--- config.mk ---
export PLATFORM = sky130hd
export DESIGN_NAME = dma_2d_sched_flat
export DESIGN_NICKNAME = d
export VERILOG_FILES = /design/src/rtl/dma_2d_sched_if.sv /design/src/rtl/dma_2d_sched.sv /design/src/flat_wrapper.sv
export SDC_FILE = /design/constraint.sdc
export NUM_CORES = 1
export LEC_CHECK = 0
export CORE_AREA = 4 4 265 215
export DETAILED_ROUTE_END_ITERATION = 12
export DIE_AREA = 0 0 269 219
export SLEW_MARGIN = 20
export SYNTH_ARGS = -nofsm -noshare
export SYNTH_HDL_FRONTEND = slang
export SYNTH_SLANG_ARGS = --single-unit
--- constraint.sdc ---
create_clock -name clk -period 22.9 [get_ports clk]
set_input_delay 4.58 -clock clk [delete_from_list [all_inputs] [get_ports clk]]
set_output_delay 4.58 -clock clk [all_outputs]
set_load 0.02 [all_outputs]
--- src/rtl/dma_2d_sched_if.sv ---
// Chunk command channel between the 2D scheduler and the data mover.
// The scheduler is the master: it presents chunk commands and receives
// ready/done feedback from the mover.
interface dma_2d_sched_if;
  logic        ck_valid;
  logic        ck_ready;
  logic [31:0] ck_src;
  logic [31:0] ck_dst;
  logic [15:0] ck_len;
  logic        ck_done;

  modport master (
    output ck_valid, ck_src, ck_dst, ck_len,
    input  ck_ready, ck_done
  );

  modport slave (
    input  ck_valid, ck_src, ck_dst, ck_len,
    output ck_ready, ck_done
  );
endinterface

--- src/rtl/dma_2d_sched.sv ---
// 2D DMA scheduler: splits a (xsize x ysize) strided transfer into chunk
// commands of at most BURST_BYTES, bounded by MAX_OUTS chunks in flight,
// and pulses cmd_end once every issued chunk has reported done.
//
// state | meaning
// IDLE  | waiting for cmd_sof
// ISSUE | presenting chunk commands line by line
// DRAIN | all chunks accepted, waiting for outstanding dones
// END   | command complete, cmd_end pulses on the following cycle
module dma_2d_sched #(
  parameter int BURST_BYTES = 64,
  parameter int MAX_OUTS    = 4
) (
  input  logic                  clk,
  input  logic                  rst,
  input  logic                  cmd_sof,
  input  logic [31:0]           cfg_sar,
  input  logic [31:0]           cfg_dar,
  input  logic [15:0]           cfg_trans_xsize,
  input  logic [15:0]           cfg_trans_ysize,
  input  logic [15:0]           cfg_sa_ystep,
  input  logic [15:0]           cfg_da_ystep,
  input  logic                  cfg_dma_halt,
  output logic                  cmd_end,
  output logic                  sched_busy,
  dma_2d_sched_if.master        ck
);

  typedef enum logic [1:0] {
    S_IDLE  = 2'd0,
    S_ISSUE = 2'd1,
    S_DRAIN = 2'd2,
    S_END   = 2'd3
  } state_t;

  localparam logic [16:0] BURST = 17'(BURST_BYTES);
  localparam logic [3:0]  MAX_O = 4'(MAX_OUTS);

  state_t      state;
  logic [15:0] xsize;
  logic [15:0] sa_ystep;
  logic [15:0] da_ystep;
  logic [15:0] x_off;
  logic [15:0] lines_left;
  logic [31:0] line_src;
  logic [31:0] line_dst;
  logic [3:0]  outs;
  logic        final_chunk;

  logic        xfer;
  logic        done_eff;
  logic [3:0]  outs_next;
  logic [15:0] rem;
  logic [15:0] len;
  logic        last_x;
  logic        can_present;

  // Chunk geometry for the next presentation and the in-flight count after this cycle.
  always_comb begin
    xfer        = ck.ck_valid & ck.ck_ready;
    done_eff    = ck.ck_done & (outs != 4'd0);
    outs_next   = outs + {3'd0, xfer} - {3'd0, done_eff};
    rem         = xsize - x_off;
    last_x      = ({1'b0, rem} <= BURST);
    len         = last_x ? rem : BURST[15:0];
    can_present = (outs_next < MAX_O) && !cfg_dma_halt;
  end

  // Outstanding chunk counter; stray dones with nothing in flight are dropped.
  always_ff @(posedge clk or posedge rst) begin
    if (rst) outs <= 4'd0;
    else     outs <= outs_next;
  end

  // Sequencing FSM with registered chunk command and status outputs.
  always_ff @(posedge clk or posedge rst) begin
    if (rst) begin
      state       <= S_IDLE;
      xsize       <= 16'd0;
      sa_ystep    <= 16'd0;
      da_ystep    <= 16'd0;
      x_off       <= 16'd0;
      lines_left  <= 16'd0;
      line_src    <= 32'd0;
      line_dst    <= 32'd0;
      final_chunk <= 1'b0;
      ck.ck_valid <= 1'b0;
      ck.ck_src   <= 32'd0;
      ck.ck_dst   <= 32'd0;
      ck.ck_len   <= 16'd0;
      cmd_end     <= 1'b0;
      sched_busy  <= 1'b0;
    end else begin
      cmd_end <= 1'b0;
      case (state)
        S_IDLE: begin
          // busy covers the cmd_end cycle and falls right after it
          if (cmd_end) sched_busy <= 1'b0;
          if (cmd_sof) begin
            xsize       <= cfg_trans_xsize;
            sa_ystep    <= cfg_sa_ystep;
            da_ystep    <= cfg_da_ystep;
            line_src    <= cfg_sar;
            line_dst    <= cfg_dar;
            lines_left  <= cfg_trans_ysize;
            x_off       <= 16'd0;
            final_chunk <= 1'b0;
            sched_busy  <= 1'b1;
            if (cfg_trans_xsize == 16'd0 || cfg_trans_ysize == 16'd0) state <= S_END;
            else                                                        state <= S_ISSUE;
          end
        end
        S_ISSUE: begin
          // A presented chunk is frozen until accepted; pointers already describe the next one.
          if (!ck.ck_valid || ck.ck_ready) begin
            if (xfer && final_chunk) begin
              ck.ck_valid <= 1'b0;
              state       <= S_DRAIN;
            end else if (can_present) begin
              ck.ck_valid <= 1'b1;
              ck.ck_src   <= line_src + {16'd0, x_off};
              ck.ck_dst   <= line_dst + {16'd0, x_off};
              ck.ck_len   <= len;
              final_chunk <= last_x && (lines_left == 16'd1);
              if (last_x) begin
                x_off      <= 16'd0;
                line_src   <= line_src + {16'd0, sa_ystep};
                line_dst   <= line_dst + {16'd0, da_ystep};
                lines_left <= lines_left - 16'd1;
              end else begin
                x_off <= x_off + len;
              end
            end else begin
              ck.ck_valid <= 1'b0;
            end
          end
        end
        S_DRAIN: begin
          if (outs_next == 4'd0) state <= S_END;
        end
        S_END: begin
          cmd_end <= 1'b1;
          state   <= S_IDLE;
        end
        default: state <= S_IDLE;
      endcase
    end
  end

endmodule

--- src/flat_wrapper.sv ---
// flat-port wrapper written by rule: the top's interface ports become plain ports
module dma_2d_sched_flat 
#(
  parameter int BURST_BYTES = 64,
  parameter int MAX_OUTS    = 4
)
  (clk, rst, cmd_sof, cfg_sar, cfg_dar, cfg_trans_xsize, cfg_trans_ysize, cfg_sa_ystep, cfg_da_ystep, cfg_dma_halt, cmd_end, sched_busy, ck_ck_valid, ck_ck_src, ck_ck_dst, ck_ck_len, ck_ck_ready, ck_ck_done);
  dma_2d_sched_if ck_i ();
  input  logic clk;
  input  logic rst;
  input  logic cmd_sof;
  input  logic [31:0] cfg_sar;
  input  logic [31:0] cfg_dar;
  input  logic [15:0] cfg_trans_xsize;
  input  logic [15:0] cfg_trans_ysize;
  input  logic [15:0] cfg_sa_ystep;
  input  logic [15:0] cfg_da_ystep;
  input  logic cfg_dma_halt;
  output logic cmd_end;
  output logic sched_busy;
  output wire logic [$bits(ck_i.ck_valid)-1:0] ck_ck_valid;
  output wire logic [$bits(ck_i.ck_src)-1:0] ck_ck_src;
  output wire logic [$bits(ck_i.ck_dst)-1:0] ck_ck_dst;
  output wire logic [$bits(ck_i.ck_len)-1:0] ck_ck_len;
  input wire logic [$bits(ck_i.ck_ready)-1:0] ck_ck_ready;
  input wire logic [$bits(ck_i.ck_done)-1:0] ck_ck_done;
  assign ck_ck_valid = ck_i.ck_valid;
  assign ck_ck_src = ck_i.ck_src;
  assign ck_ck_dst = ck_i.ck_dst;
  assign ck_ck_len = ck_i.ck_len;
  assign ck_i.ck_ready = ck_ck_ready;
  assign ck_i.ck_done = ck_ck_done;
  dma_2d_sched #(.BURST_BYTES(BURST_BYTES), .MAX_OUTS(MAX_OUTS)) u_core (.clk(clk), .rst(rst), .cmd_sof(cmd_sof), .cfg_sar(cfg_sar), .cfg_dar(cfg_dar), .cfg_trans_xsize(cfg_trans_xsize), .cfg_trans_ysize(cfg_trans_ysize), .cfg_sa_ystep(cfg_sa_ystep), .cfg_da_ystep(cfg_da_ystep), .cfg_dma_halt(cfg_dma_halt), .cmd_end(cmd_end), .sched_busy(sched_busy), .ck(ck_i));
endmodule
; ---- Word level (Yosys, flattened, before mapping)
; Cells that the tools add are included.
[totals]
output_inout_bits = 83
wordCells = 103
inputBits = 134
register_bits = 234
[op_classes]
n_eq_ne = 11
add_sub_neg = 9
mux = 41
n_reduce_logical = 21
n_lt_le_gt_ge = 2
n_bitwise = 3
[ops]
columns = operator, count
row1 = two-way mux 32 bit, 10
row2 = two-way mux 16 bit, 11
row3 = adder 32 x 16 -> 32 bit, 4
row4 = one-hot mux 32 bit (2 select lines), 2
row5 = one-hot mux 16 bit (2 select lines), 2
row6 = zero test 16 bit, 2
row7 = adder 16 bit, 1
row8 = == test 16 x 1 -> 1 bit (second input constant), 1
row9 = <= comparator 16 x 7 -> 1 bit (second input constant), 1
row10 = subtractor 16 x 1 -> 16 bit (second input constant), 1
row11 = subtractor 16 bit, 1
row12 = two-way mux 2 bit, 5
row13 = inequality test 2 x 1 -> 1 bit (second input constant), 5
row14 = two-way mux 1 bit, 9
row15 = one-hot mux 2 bit (4 select lines), 1
row16 = AND reduction 4 bit, 2
row17 = AND reduction 2 bit, 3
row18 = AND reduction 6 bit, 1
row19 = AND reduction 5 bit, 1
row20 = adder 4 x 1 -> 4 bit, 1
row21 = == test 2 bit (second input constant), 2
row22 = zero test 4 bit, 1
row23 = < comparator 4 x 3 -> 1 bit (second input constant), 1
row24 = inequality test 2 bit (second input constant), 2
row25 = other kinds (11), 17

; ---- Depth between registers and ports, before layout
; Gate-level depths: netlist of run 1.
[depth]
depth_word = 9
depth_mapped = 26
ltp_nobuf = 24

; ---- Worst setup path before layout of run 1
; Ideal clock, no wire load.
[synth_timing]
kind = input to register
start = in ck_ck_done
end = reg u_core.lines_left[10]
arrival_ps = 7415
path_stages = 16
t_required_ps = 22822
setup_slack_ps = 15408
setup_ps = 78
path_buffers = 3
cell_sequence = inv_1 -> a31oi_1 -> ha_1 -> inv_1 -> ha_1 -> fa_1 -> xor2_1 -> or2_2 -> nor2_1 -> and3_1 -> clkbuf_1 -> o21a_1 -> clkbuf_1 -> clkbuf_1 -> o22ai_1 -> a21oi_1
[synth_via]
elab_chain_cells = 6
[synth_rtl]
columns = item, line_no
row1 = from (decl), flat_wrapper.sv:26  ; input wire logic [$bits(ck_i.ck_done)-1:0] ck_ck_done;
row2 = bitwise AND 1 bit, dma_2d_sched.sv:61  ; done_eff = ck.ck_done & (outs != 4'd0);
row3 = subtractor 4 x 1 -> 4 bit, dma_2d_sched.sv:62  ; outs_next = outs + {3'd0, xfer} - {3'd0, done_eff};
row4 = via u_core.outs_next[2], dma_2d_sched.sv:52  ; logic [3:0] outs_next;
row5 = < comparator 4 x 3 -> 1 bit, dma_2d_sched.sv:66  ; can_present = (outs_next < MAX_O) && !cfg_dma_halt;
row6 = logical AND 1 bit, dma_2d_sched.sv:66
row7 = inequality test 2 x 1 -> 1 bit (no line), n/a
row8 = AND reduction 6 bit (no line), n/a
row9 = to (signal assigned), dma_2d_sched.sv:105  ; lines_left <= cfg_trans_ysize;
row10 = to (signal assigned), dma_2d_sched.sv:129  ; lines_left <= lines_left - 16'd1;
row11 = to (decl), dma_2d_sched.sv:44  ; logic [15:0] lines_left;
; The timed path passes the listed nets, and every way through them passes these cells.
; A chain may end at the register's enable or synchronous reset.

; ---- Worst setup path after layout of run 1
[layout_timing]
start = in ck_ck_done
end = reg u_core.x_off[15]
[layout_via]
elab_chain_cells = 6
[layout_rtl]
columns = item, line_no
row1 = bitwise AND 1 bit, dma_2d_sched.sv:61
row2 = subtractor 4 x 1 -> 4 bit, dma_2d_sched.sv:62
row3 = via u_core.outs_next[2], dma_2d_sched.sv:52
row4 = < comparator 4 x 3 -> 1 bit, dma_2d_sched.sv:66
row5 = logical AND 1 bit, dma_2d_sched.sv:66
row6 = inequality test 2 x 1 -> 1 bit (no line), n/a
row7 = AND reduction 5 bit (no line), n/a
row8 = to (signal assigned), dma_2d_sched.sv:131  ; x_off <= x_off + len;
row9 = to (decl), dma_2d_sched.sv:43  ; logic [15:0] x_off;
; The timed path passes the listed nets, and every way through them passes these cells.

==> impl_metrics.json, run 1 <==
{
  "status": "complete, no violations",
  "fin_hold_ws_ns": 0.476,
  "arrival_ns": 9.31,
  "fin_crit_ns": 8.85,
  "grt_start_max_net_pins": 98,
  "core_sq_mm": 0.0546,
  "syn_inst": 1690,
  "worst_pin_slew_ns": 1.11,
  "layout.nets": 2126,
  "ys_warn_count": 0,
  "gpl.final_weighted_congestion": 0.845,
  "async_reset_ff_share_pct": 100,
  "hold_viol_final": 0,
  "switchingPower_mw": 1.36,
  "vdd_drop_max_mv": 0.0523,
  "finalSetupViolCount": 0,
  "synth-edff-count": 0,
  "row_count": 77,
  "htree_levels": 1,
  "rr_worst_depth": 20,
  "synth-seq-area-share_pct": 38.8,
  "antenna_found_initial": 8,
  "synthTopCellsByCount": "234 x dfrtp_1, 214 x nand2_1, 154 x a21oi_1, 127 x o21ai_0, 109 x nor2_1",
  "leakage_nw": 8.05,
  "clock_skew_ns": 0.0262,
  "cts_resized": 0,
  "hold_path.class": "register to register",
  "port_buffers": 216,
  "drc": 0,
  "wl_um": 47100,
  "synth_area_leader_cell": "dfrtp_1",
  "intPower_mw": 1.63,
  "post-route-period-util_pct": 38.7,
  "cp_cell_sequence": "clkdlybuf4s50_1 -> inv_1 -> a31oi_1 -> ha_1 -> inv_1 -> ha_1 -> fa_1 -> xor2_1 -> or2_2 -> nor2_1 -> and3_1 -> o21ai_1 -> a21oi_4 -> buf_4 -> buf_4 -> nor4_1 -> a21o_1",
  "tns_ns": 0,
  "synth-seq-cells": 234,
  "p_seq_share_pct": 25.7,
  "p_sw_share_pct": 45.6,
  "yosys-top-cells-area": "dfrtp_1 39%, ha_1 8.6%, nand2_1 5.3%",
  "cts_made_buffers": 30,
  "grt_use_total_pct": 15.5,
  "ios": 217,
  "path_delay_family": "buffers and inverters",
  "dr.pass1.iters": 5,
  "synth.cell_area_sq_mm": 0.0151,
  "cts_tree": "done",
  "grt_pass1_wl_um": 73100,
  "cts_hold_buf": 0,
  "path_buf_inv": 5,
  "p_clk_share_pct": 16.4,
  "post_drt_wl_per_cell_um": 18.0,
  "via_count": 13128,
  "clkTransAtPathRegs_ns": 0.06,
  "critPathRequiredTime_ns": 23.35,
  "synth.distinct_cells": 83,
  "via_per_inst": 5.02,
  "root_buffer": "clkbuf_16",
  "p_comb_share_pct": 57.9,
  "synth_top_flop_cell": "dfrtp_1",
  "total_power_mw": 2.99,
  "post-cts-setup-buffers": 0,
  "die_h_um": 219,
  "cts_buffer_depth": 3,
  "avgSynthCellArea_sq_um": 8.93,
  "ant_nets": 0,
  "timing.fmax_mhz": 113,
  "worst-path-stages": 17,
  "dieArea_sq_mm": 0.0589,
  "overflow": 0,
  "grt_pass1_vias": 12967,
  "yosysMostFrequentCell": "dfrtp_1",
  "timing_max_transition_violations_final": 0,
  "drive_gt1_share_pct": 7.41,
  "max_slew_margin_pct": 25.5,
  "synth_top_area_share_pct": 38.8,
  "cpMaxStageDelayCell": "and3_1",
  "post-dp-hpwl_um": 35400,
  "drv_cap": 0,
  "holdPathStages": 2,
  "drtIter0Drc": 877,
  "cp_max_fo": 57,
  "syn_to_final_growth_pct": 26.1,
  "crit_type": "input pin to register",
  "die_w_um": 269,
  "p_per_area_mw_per_mm2": 157,
  "slowest_delay_ns": 0.67,
  "floorplan.initialDensity_pct": 27.6,
  "end_kind": "register",
  "worstSetupStartpointType": "input pin",
  "cts.sinks": 234,
  "rsz0062_at_grt": "false",
  "worstSkewPairLatency_ns": 0.57
}
## layout make-up
| type | count | area [sq um] |
|---|---|---|
| antenna | 1 | 2.50 |
| inverter | 72 | 278 |
| tap | 711 | 890 |
| timing repair buffer | 227 | 2260 |
| sequential | 234 | 5860 |
| clock inverter | 9 | 120 |
| multi-input combinational | 1316 | 8720 |
| fill | 5529 | 35600 |
| clock buffer | 45 | 888 |
## layer usage
metal	vias up	share of wire, %	GRT usage [%]
met2	321	46	25.3
li1	6444	-	-
met5	-	0.17	0
met4	14	1.9	3.00
met3	69	6.5	3.63
met1	6280	46	21.3
## registers in the layout (all words and copies together), names as in the netlist
register and count:
u_core.state 2, u_core.cmd_end 1, u_core.line_src 32, u_core.final_chunk 1
u_core.outs 4, u_core.sched_busy 1, u_core.da_ystep 16, u_core.sa_ystep 16
u_core.lines_left 16, u_core.x_off 16, u_core.ck.ck_valid 1, u_core.ck.ck_dst 32
u_core.ck.ck_len 16, u_core.line_dst 32, u_core.ck.ck_src 32, u_core.xsize 16
## per-stage QoR
step / std cells / setup slack [ns] / util, % / area (sq um)
final: 2615 / 14.05 / 34.8 / 19000
after global routing: 2614 / 13.72 / 34.8 / 19000
after CTS: 2613 / 14.05 / 34.8 / 19000
after detailed placement: 2559 / 13.48 / 32.9 / 18000
after global placement: 2559 / 13.57 / 32.9 / 18000
after floorplan: 1697 / 11.90 / - / 15100
## worst paths after layout
kind	startpoint	endpoint	slack, ns
max	ck_ck_done	u_core.x_off[15]	14.05
min	u_core.ck.ck_src[25]	u_core.ck.ck_src[25]	0.48
max reg2reg	u_core.x_off[1]	u_core.x_off[15]	16.95
min reg2reg	u_core.ck.ck_src[25]	u_core.ck.ck_src[25]	0.48
max in group asynchronous	rst	u_core.da_ystep[10]	16.49
min in group asynchronous	rst	u_core.ck.ck_src[16]	4.50
## tightest hold or removal path, cell delays in order, from the launching register on
cell and delay [ns]:
dfrtp_1 0.34, nand2_1 0.04, o21ai_0 0.06
## layout by cell type (no fill, tap or decap), drive strengths merged, types with 8 or more instances in the layout
master	instances
nor2b	16
a2bb2oi	8
nand2b	15
nor4	20
or3	12
nand3	57
o21ai	129
ha	104
o22ai	42
dfrtp	234
a211oi	11
a21oi	155
conb	8
o21bai	8
a21o	30
nand2	214
clkbuf	45
clkdlybuf4s50	216
xor2	37
mux2i	27
mux2	53
o21a	10
nor3	35
inv	72
nor2	109
buf	11
and2	15
xnor2	66
nand4	14
a31oi	13
and3	17
## cell families after synthesis
group	count (synthesis)	share of synthesized area, %
fa+ha+maj	111	9.55
other cells	1	0.0249
compound gates	469	19.0
mux	80	5.75
flops	234	38.8
simple gates	545	17.1
xor+xnor	103	5.98
buf+inv	147	3.81
## power groups by stage
stage | logic, mW | clock network (mW) | registers [mW]
final | 1.73 | 0.489 | 0.768
after global routing | 1.93 | 0.523 | 0.793
after CTS | 1.73 | 0.507 | 0.770
after detailed placement | 1.72 | 0 | 0.776
after global placement | 1.67 | 0 | 0.768
after floorplan | 1.22 | 0 | 0.774
(Power assumes the default switching activity.)
==> inputs of run 2 (changes only) <==
Clock period 22.9 ns to 9.1 ns, I/O delays scaled along.
==> run 2 against run 1 <==
  * Clock power grew to 2.5 times the previous value
  * Critical path depth is 1 lower
  * Sequential cell count unchanged
  * Critical endpoint is now u_core.line_src[23]
  * Core utilization barely moved
  * Worst setup slack worse by 11 ns
  * Combinational power grew to 2.5 times the previous value
==> impl_metrics.json, run 2 (synthesis results as in run 1) <==
{
  "post-cts-setup-buffers": 0,
  "via_count": 13072,
  "worst_pin_slew_ns": 1.07,
  "post-dp-hpwl_um": 35300,
  "core_sq_mm": 0.0546,
  "arrival_ns": 6.59,
  "p_comb_share_pct": 57.9,
  "layout.nets": 2125,
  "grt_start_max_net_pins": 136,
  "fin_crit_ns": 6.11,
  "p_sw_share_pct": 45.8,
  "wl_um": 47100,
  "grt_pass1_wl_um": 72300,
  "worstReg2RegEnd": "u_core.x_off[14]",
  "ant_nets": 0,
  "cp_max_fo": 54,
  "cts_hold_buf": 0,
  "drc": 0,
  "cts_resized": 0,
  "clock_skew_ns": 0.0137,
  "dr.pass1.iters": 5,
  "row_count": 77,
  "hold_path.class": "register to register",
  "cts_made_buffers": 31,
  "multiInputGateArea_sq_mm": 0.00872,
  "worstSetupStartpointType": "input pin",
  "end_kind": "register",
  "cts_tree": "done",
  "die_h_um": 219,
  "finalSetupViolCount": 0,
  "p_per_area_mw_per_mm2": 395,
  "worst-path-stages": 16,
  "hold_viol_final": 0,
  "drv_cap": 0,
  "rr_worst_depth": 23,
  "cts.sinks": 234,
  "die_w_um": 269,
  "htree_levels": 1,
  "cts_buffer_depth": 3,
  "drive_gt1_share_pct": 7.67,
  "crit_type": "input pin to register",
  "status": "complete, no violations",
  "grt_pass1_vias": 12766,
  "switchingPower_mw": 3.45,
  "antenna_found_initial": 4,
  "p_clk_share_pct": 16.4,
  "vdd_drop_max_mv": 0.148,
  "cpMaxStageDelayCell": "and3_1",
  "intPower_mw": 4.07,
  "fill_cells": 5554,
  "p_seq_share_pct": 25.7,
  "port_buffers": 216,
  "max_slew_margin_pct": 28.0,
  "r2r-start": "u_core.x_off[4]",
  "seqCellArea_sq_mm": 0.00586,
  "critPathRequiredTime_ns": 9.57,
  "worstSkewPairLatency_ns": 0.57,
  "layout_commonest_cell": "dfrtp_1",
  "critPathCapture": "u_core.line_src[23]",
  "post-route-period-util_pct": 67.2,
  "timing.fmax_mhz": 164,
  "ios": 217,
  "clkTransAtPathRegs_ns": 0.06,
  "post_dp_cell_area_sq_mm": 0.0180,
  "fin_area_sq_mm": 0.0190,
  "floorplan.initialDensity_pct": 27.6,
  "post_drt_wl_per_cell_um": 18.0,
  "via_per_inst": 5.00,
  "dieArea_sq_mm": 0.0589,
  "leakage_nw": 8.04,
  "timing_max_transition_violations_final": 0,
  "grt_use_total_pct": 15.4,
  "drtIter0Drc": 836,
  "cp-startpoint": "ck_ck_done",
  "syn_to_final_growth_pct": 26.1,
  "slowest_delay_ns": 0.67,
  "rsz0062_at_grt": "false",
  "cp_cell_sequence": "clkdlybuf4s50_1 -> inv_1 -> a31oi_1 -> ha_1 -> inv_1 -> ha_1 -> fa_1 -> xor2_1 -> or2_2 -> nor2_1 -> and3_1 -> o21ai_1 -> a21oi_4 -> buf_4 -> o21ai_0 -> a22oi_1",
  "path_buf_inv": 4,
  "overflow": 0,
  "root_buffer": "clkbuf_16",
  "final_cell_mix": "234 x dfrtp_1, 216 x clkdlybuf4s50_1, 213 x nand2_1, 153 x a21oi_1, 126 x o21ai_0",
  "gpl.final_weighted_congestion": 0.856,
  "reg2reg_slack_ns": 3.16,
  "path_delay_family": "compound AO/OA/AOI/OAI gates",
  "tns_ns": 0
}
==> run 2: how the worst min path moves through the flow <==
stage | start | to | slack, ns | cells after the start
5_1_grt | u_core.ck.ck_len[2] | u_core.ck.ck_len[2] | 0.50 | 2
2_1_floorplan | u_core.final_chunk | u_core.final_chunk | 0.46 | 2
6_report | u_core.ck.ck_len[4] | u_core.ck.ck_len[4] | 0.47 | 2
3_5_place_dp | u_core.ck.ck_len[4] | u_core.ck.ck_len[4] | 0.46 | 2
4_1_cts | u_core.ck.ck_len[4] | u_core.ck.ck_len[4] | 0.48 | 2
3_3_place_gp | u_core.ck.ck_dst[6] | u_core.ck.ck_dst[6] | 0.46 | 2
==> run 2: worst register-to-register path: cells and delay by family, from the launching register on <==
family	cells	cell delay (ns)
fa+ha+maj	2	0.95
xor+xnor	1	0.18
mux	1	0.34
compound gates	12	2.72
flops	1	0.47
simple gates	4	0.57
buf+inv	3	0.60
==> run 2: through the flow <==
stage          util [%]  hold WS (ns)  worst slack (ns)  power (mW)  instances
2_1_floorplan         -         0.456             0.862        5.01       1697
3_3_place_gp       32.9         0.464              2.59        6.14       2558
3_5_place_dp       32.9         0.464              2.43        6.28       2558
4_1_cts            34.8         0.481              3.03        7.56       2614
5_1_grt            34.8         0.504              2.54        8.16       2614
6_report           34.8         0.475              2.99        7.52       2615
==> run 2: final cells by class <==
cell class / count / share of cell area (%)
inverters: 72 / 1.46
repair buffers: 225 / 11.8
flip-flops and latches: 234 / 30.8
clock inverters: 18 / 0.987
diodes: 1 / 0.0132
clock buffers: 38 / 4.43
well taps: 711 / 4.68
multi-input cells: 1316 / 45.9
==> run 2: power groups by stage <==
stage	logic, mW	clock network, mW	registers, mW
floorplan	3.07	0	1.95
global placement	4.20	0	1.94
detailed placement	4.32	0	1.96
CTS	4.35	1.27	1.94
global route	4.85	1.31	2.00
finish	4.35	1.23	1.93
==> run 2: routing by layer <==
metal | up-vias | share of wire [%] | track usage [%]
met5 | - | 0.12 | 0
met4 | 8 | 2.0 | 3.01
met3 | 59 | 6.1 | 3.71
met2 | 312 | 45 | 25.0
met1 | 6253 | 46 | 21.1
li1 | 6440 | - | -
